[config.mk]
export PLATFORM = sky130hd
export DESIGN_NAME = fetch_decode_pipe
export DESIGN_NICKNAME = d
export VERILOG_FILES = /design/src/rtl/rapid_pkg.sv /design/src/rtl/pipe_payload_reg.sv /design/src/rtl/fetch_decode_pipe.sv
export SDC_FILE = /design/constraint.sdc
export NUM_CORES = 1
export LEC_CHECK = 0
export ABC_AREA = 1
export CAP_MARGIN = 20
export CORE_MARGIN = 3
export CORE_UTILIZATION = 25
export DETAILED_ROUTE_END_ITERATION = 16
export PLACE_DENSITY = 0.54
export SYNTH_ARGS = -nofsm -noshare
export SYNTH_HDL_FRONTEND = slang
export SYNTH_SLANG_ARGS = --single-unit
[constraint.sdc]
create_clock -name i_clk -period 1.61 [get_ports i_clk]
set_clock_uncertainty 0.1 [all_clocks]
set_input_delay 0.322 -clock i_clk [delete_from_list [all_inputs] [get_ports i_clk]]
set_output_delay 0.322 -clock i_clk [all_outputs]
set_load 0.02 [all_outputs]
[src/rtl/rapid_pkg.sv]
// rtl/rapid_pkg.sv - shared RAPID-X core widths, NOP encoding and fetch/decode types
package rapid_pkg;

  localparam int XLEN = 32;
  localparam logic [31:0] NOP_INSN = 32'h0000_0013;
  localparam int FD_SB_W = 4;

  typedef struct packed {
    logic [XLEN-1:0]    pc;
    logic [XLEN-1:0]    instruction;
    logic [FD_SB_W-1:0] sb;
  } fd_payload_t;

  typedef enum logic [1:0] {
    FD_EMPTY = 2'd0,
    FD_ONE   = 2'd1,
    FD_TWO   = 2'd2
  } fd_state_t;

endpackage

[src/rtl/pipe_payload_reg.sv]
// rtl/pipe_payload_reg.sv - load-enabled payload register with async active-low reset
module pipe_payload_reg #(
  parameter int           W       = 8,
  parameter logic [W-1:0] RST_VAL = '0
) (
  input  logic         clk,
  input  logic         rst_n,
  input  logic         load,
  input  logic [W-1:0] d,
  output logic [W-1:0] q
);

  always_ff @(posedge clk or negedge rst_n) begin
    if (!rst_n) begin
      q <= RST_VAL;
    end else if (load) begin
      q <= d;
    end
  end

endmodule

[src/rtl/fetch_decode_pipe.sv]
// rtl/fetch_decode_pipe.sv - fetch-to-decode stage with two-entry skid buffer and flush
module fetch_decode_pipe #(
  parameter int                 XLEN     = rapid_pkg::XLEN,
  parameter int                 SB_W     = 4,
  parameter logic [XLEN-1:0]    NOP_INSN = rapid_pkg::NOP_INSN
) (
  input  logic            i_clk,
  input  logic            i_reset,
  input  logic            i_valid,
  output logic            o_ready,
  input  logic [XLEN-1:0] i_pc,
  input  logic [XLEN-1:0] i_instruction,
  input  logic [SB_W-1:0] i_sb,
  input  logic            i_flush,
  output logic            o_valid,
  input  logic            i_ready,
  output logic [XLEN-1:0] o_pc,
  output logic [XLEN-1:0] o_instruction,
  output logic [SB_W-1:0] o_sb,
  output logic [1:0]      o_occupancy
);

  import rapid_pkg::*;

  localparam int PW = 2 * XLEN + SB_W;
  localparam logic [PW-1:0] MAIN_RST = {{XLEN{1'b0}}, NOP_INSN, {SB_W{1'b0}}};

  fd_state_t       state, state_nxt;
  logic            in_fire, out_fire;
  logic            main_load, skid_load;
  logic [PW-1:0]   in_payload, main_d, main_q, skid_q;

  // Ready and valid come from the state register alone, so i_ready never reaches o_ready.
  assign o_ready     = (state != FD_TWO);
  assign o_valid     = (state != FD_EMPTY);
  assign o_occupancy = state;
  assign in_fire     = i_valid & o_ready;
  assign out_fire    = o_valid & i_ready;
  assign in_payload  = {i_pc, i_instruction, i_sb};

  always_comb begin
    state_nxt = state;
    main_load = 1'b0;
    skid_load = 1'b0;
    main_d    = in_payload;
    if (i_flush) begin
      state_nxt = FD_EMPTY;
    end else begin
      case (state)
        FD_EMPTY: begin
          if (in_fire) begin
            state_nxt = FD_ONE;
            main_load = 1'b1;
          end
        end
        FD_ONE: begin
          if (in_fire && out_fire) begin
            main_load = 1'b1;
          end else if (in_fire) begin
            state_nxt = FD_TWO;
            skid_load = 1'b1;
          end else if (out_fire) begin
            state_nxt = FD_EMPTY;
          end
        end
        FD_TWO: begin
          // Skid entry is always younger than main, so it promotes on consumption.
          if (out_fire) begin
            state_nxt = FD_ONE;
            main_load = 1'b1;
            main_d    = skid_q;
          end
        end
        default: state_nxt = FD_EMPTY;
      endcase
    end
  end

  always_ff @(posedge i_clk or negedge i_reset) begin
    if (!i_reset) begin
      state <= FD_EMPTY;
    end else begin
      state <= state_nxt;
    end
  end

  pipe_payload_reg #(.W(PW), .RST_VAL(MAIN_RST)) u_main (
    .clk   (i_clk),
    .rst_n (i_reset),
    .load  (main_load),
    .d     (main_d),
    .q     (main_q)
  );

  pipe_payload_reg #(.W(PW), .RST_VAL('0)) u_skid (
    .clk   (i_clk),
    .rst_n (i_reset),
    .load  (skid_load),
    .d     (in_payload),
    .q     (skid_q)
  );

  // Empty slots show a NOP with clear sideband; the PC keeps its last loaded value.
  assign o_pc          = main_q[PW-1 -: XLEN];
  assign o_instruction = o_valid ? main_q[SB_W +: XLEN] : NOP_INSN;
  assign o_sb          = o_valid ? main_q[SB_W-1:0] : '0;

endmodule

==> results.md <==
| Group | Result | Value |
| --- | --- | --- |
| status | Outcome | finished with violations |
| status | Violations in the final reports | setup timing |
| synth | Post-synthesis cell type count | 19 |
| finish | Growth of design area from synthesis to finish | 54.0% |
| sta | Remaining max-slew budget at the tightest pin | 74.0% |
| synth | Flops & latches, synth | 138 |
| critical path | CP Data Arrival Time | 1.61 ns |
| clocking | Number of buffers on the longest clock path | 2 |
| clocking | Clock edge transition at the registers on the reported setup and hold paths | 0.06 ns |
| synth | Count of mapped cells out of synthesis | 945 |
| routing | Drc violations | 0 |
| synth | Number of nets produced by synthesis | 1018 |
| power and ir drop | Static leakage power | 5.63 nW |
| power and ir drop | Power density cells | 1230 nW/µm² |
| floorplan | Number of standard-cell rows in the floorplan | 60 |
| global routing | Vias in the first global route | 6503 |
| clocking | Clock H-tree levels | 4 |
| synth | Average cell area after synthesis | 7.47 µm² |
| routing | Wire length per cell after detailed routing | 16.3 µm |
| routing | Iter 0 DRT Violations | 510 |
| global routing | Initial antenna violation count | 0 |
| global routing | Global routing usage summed across all routing layers | 16.5% |
| placement | Routability congestion estimate from global placement | 0.727 |
| critical path | Critical Path RT | 1.19 ns |
| clocking | Clock tree from TritonCTS | done |
| clocking | Number of clock sinks | 138 |
| sta | Worst hold margin | 0.206 ns |
| floorplan | Boundary pin count | 145 |
| critical path | Biggest fanout along the worst timing path | 15 |
| synth | Area share of the largest cell type after synthesis | 47.9% |
| power and ir drop | VDD IR max | 0.000566 V |
| clocking | Insertion delay to the later sink of the worst-skew pair | 0.42 ns |
| placement | Post-detail-place hpwl | 12800 µm |
| synth | Mapped Area | 7060 µm² |
| run | Reported max-cap violation count | 0 |
| placement | Setup WS pre-CTS | -0.359 ns |
| finish | Most common cell after layout, fill and taps aside | nand2_1 |
| floorplan | Horizontal die dimension | 174 µm |
| min path | Type of the worst min-delay path | input port to asynchronous set/reset pin |
| floorplan | Vert. Die Dim | 174 µm |
| synth | Sequential share of the synthesized area | 49.0% |
| synth | Yosys warnings | 0 |
| synth | Largest cells by area after synthesis | dfrtp_1, nand2_1, inv_1 |
| sta | PnR worst setup slack | -0.425 ns |
| clocking | Buffer type at the clock tree root | clkbuf_16 |
| finish | Final antenna diode count | 0 |
| critical path | Kind of end point of the critical path | output port |
| sta | Pin slew with the least headroom to its limit | 0.390 ns |
| placement | Inst Count DP | 1401 |
| routing | Vias per std cell | 4.42 |
| routing | Number of vias after detailed routing | 6561 |
| power and ir drop | Total power draw | 13.4 mW |
| critical path | Startpoint-to-endpoint class of the critical path | register to output port |
| synth | Library cell occupying the most area in the post-synthesis netlist | dfrtp_1 |
| finish | Non-filler instance count after layout | 1484 |
| routing | Total detailed-routing wirelength | 24200 µm |
| sta | Minimum period implied by the final worst setup slack | 2.03 ns |
| global routing | Pin count of the biggest net entering global routing | 55 |
| global routing | Wire length of the first global-routing pass | 39000 µm |
| sta | RSZ-0062 raised after global routing | yes |
| critical path | Kind of launch point of the worst setup path | register |
| sta | Period utilisation layout | 126% |
| sta | Slew Limit Fails | 0 |
| clocking | TritonCTS buffer count | 17 |
| routing | Pre-Repair DR Iteration Count | 5 |
| sta | Number of hold violations in the final report | 0 |
| finish | Net count reported at finish | 1172 |
| finish | Fraction of layout instances using a drive strength above 1 | 19.7% |
| floorplan | Std-Cell Core Area | 27300 µm² |
| sta | Number of failing setup endpoints in the final timing report | 175 |
| finish | Finished Core Util | 39.8% |
| floorplan | Die area | 30300 µm² |
| routing | Final ANT Viol Nets | 0 |
| finish | Fin area | 10900 µm² |
| floorplan | Initial core utilization | 25.8% |
| global routing | Overflow after GRT | 0 |
| finish | Commonest cells after routing, fill and taps aside | nand2_1, inv_1, dfrtp_1 |
| placement | Cell area after placement | 8960 µm² |
| placement | Count of input and output buffers | 144 |
| sta | Final setup TNS | -34.63 ns |
| sta | Max Clk Rate | 491 MHz |
## metal layers
metal  track usage (%)  share of wire [%]  wire length (µm)  vias up
met5                 0                  0                 0        -
met4              4.16                1.4               338        0
met3              3.63                4.5              1090       27
met2              26.1                 46             11100      177
met1              23.1                 48             11700     3148
li1                  -                  -                 -     3209
## flip-flops by register name (all words and copies together) (netlist names)
register,count
o_occupancy,2
u_skid.q,68
u_main.q,68
## worst max-delay path: stages, from the launching register on
cell and delay (ns):
dfrtp_4 0.48, nor2_4 0.14, buf_8 0.19, nor2_1 0.05
dlygate4sd2_1 0.32
## where the power goes
part	leakage [nW]	internal (mW)	switching [mW]
combinational	3.59	1.84	2.16
clock	0.316	2.76	1.56
sequential	1.72	4.52	0.537
total	5.63	9.12	4.26
## synthesized netlist by cell type
cell,number
nor2_4,2
dfrtp_1,135
or2_2,3
buf_4,39
dfstp_2,3
clkbuf_2,1
nor2_1,36
nand3_1,73
inv_1,174
o21ai_1,30
clkbuf_1,31
clkinv_1,1
inv_2,2
buf_2,17
buf_1,3
o21ai_0,38
buf_6,4
nand2_1,284
nand4_1,69
## cell type report
type,instances,area [µm²]
Sequential cell,138,3460
Multi-Input combinational cell,535,2620
Fill cell,2837,16500
Inverter,177,677
Tap cell,372,465
Clock inverter,10,164
Timing Repair Buffer,230,2990
Clock buffer,22,484
## what timing repair did
item / in CTS / in global routing
setup endpoints to repair: 209 / 180
hold endpoints to repair: 135 / 0
hold buffers: 1 / 0
setup buffers: 24 / 0
gates resized for setup: 271 / 30
pin swaps: 4 / 1
gates cloned: 27 / 0
## path summary, 6_finish.rpt
path | depth (start not counted) | slack (ns) | endpoint | from
max in group asynchronous | 3 | 0.59 | u_main.q[5] | i_reset
setup reg to reg | 10 | -0.37 | u_main.q[43] | o_occupancy[1]
setup / recovery | 4 | -0.42 | o_instruction[31] | o_occupancy[1]
min in group i_clk | 4 | 0.27 | o_occupancy[1] | i_ready
hold / removal | 2 | 0.21 | u_main.q[41] | i_reset
hold reg to reg | 2 | 0.37 | u_main.q[8] | u_main.q[8]
## cells by family after synthesis
| family | after synthesis | synth area share (%) |
|---|---|---|
| compound gates | 68 | 4.82 |
| buf+inv | 272 | 17.3 |
| flops | 138 | 49.0 |
| simple gates | 467 | 28.9 |
Note: power is estimated with default switching activity, not from simulation.
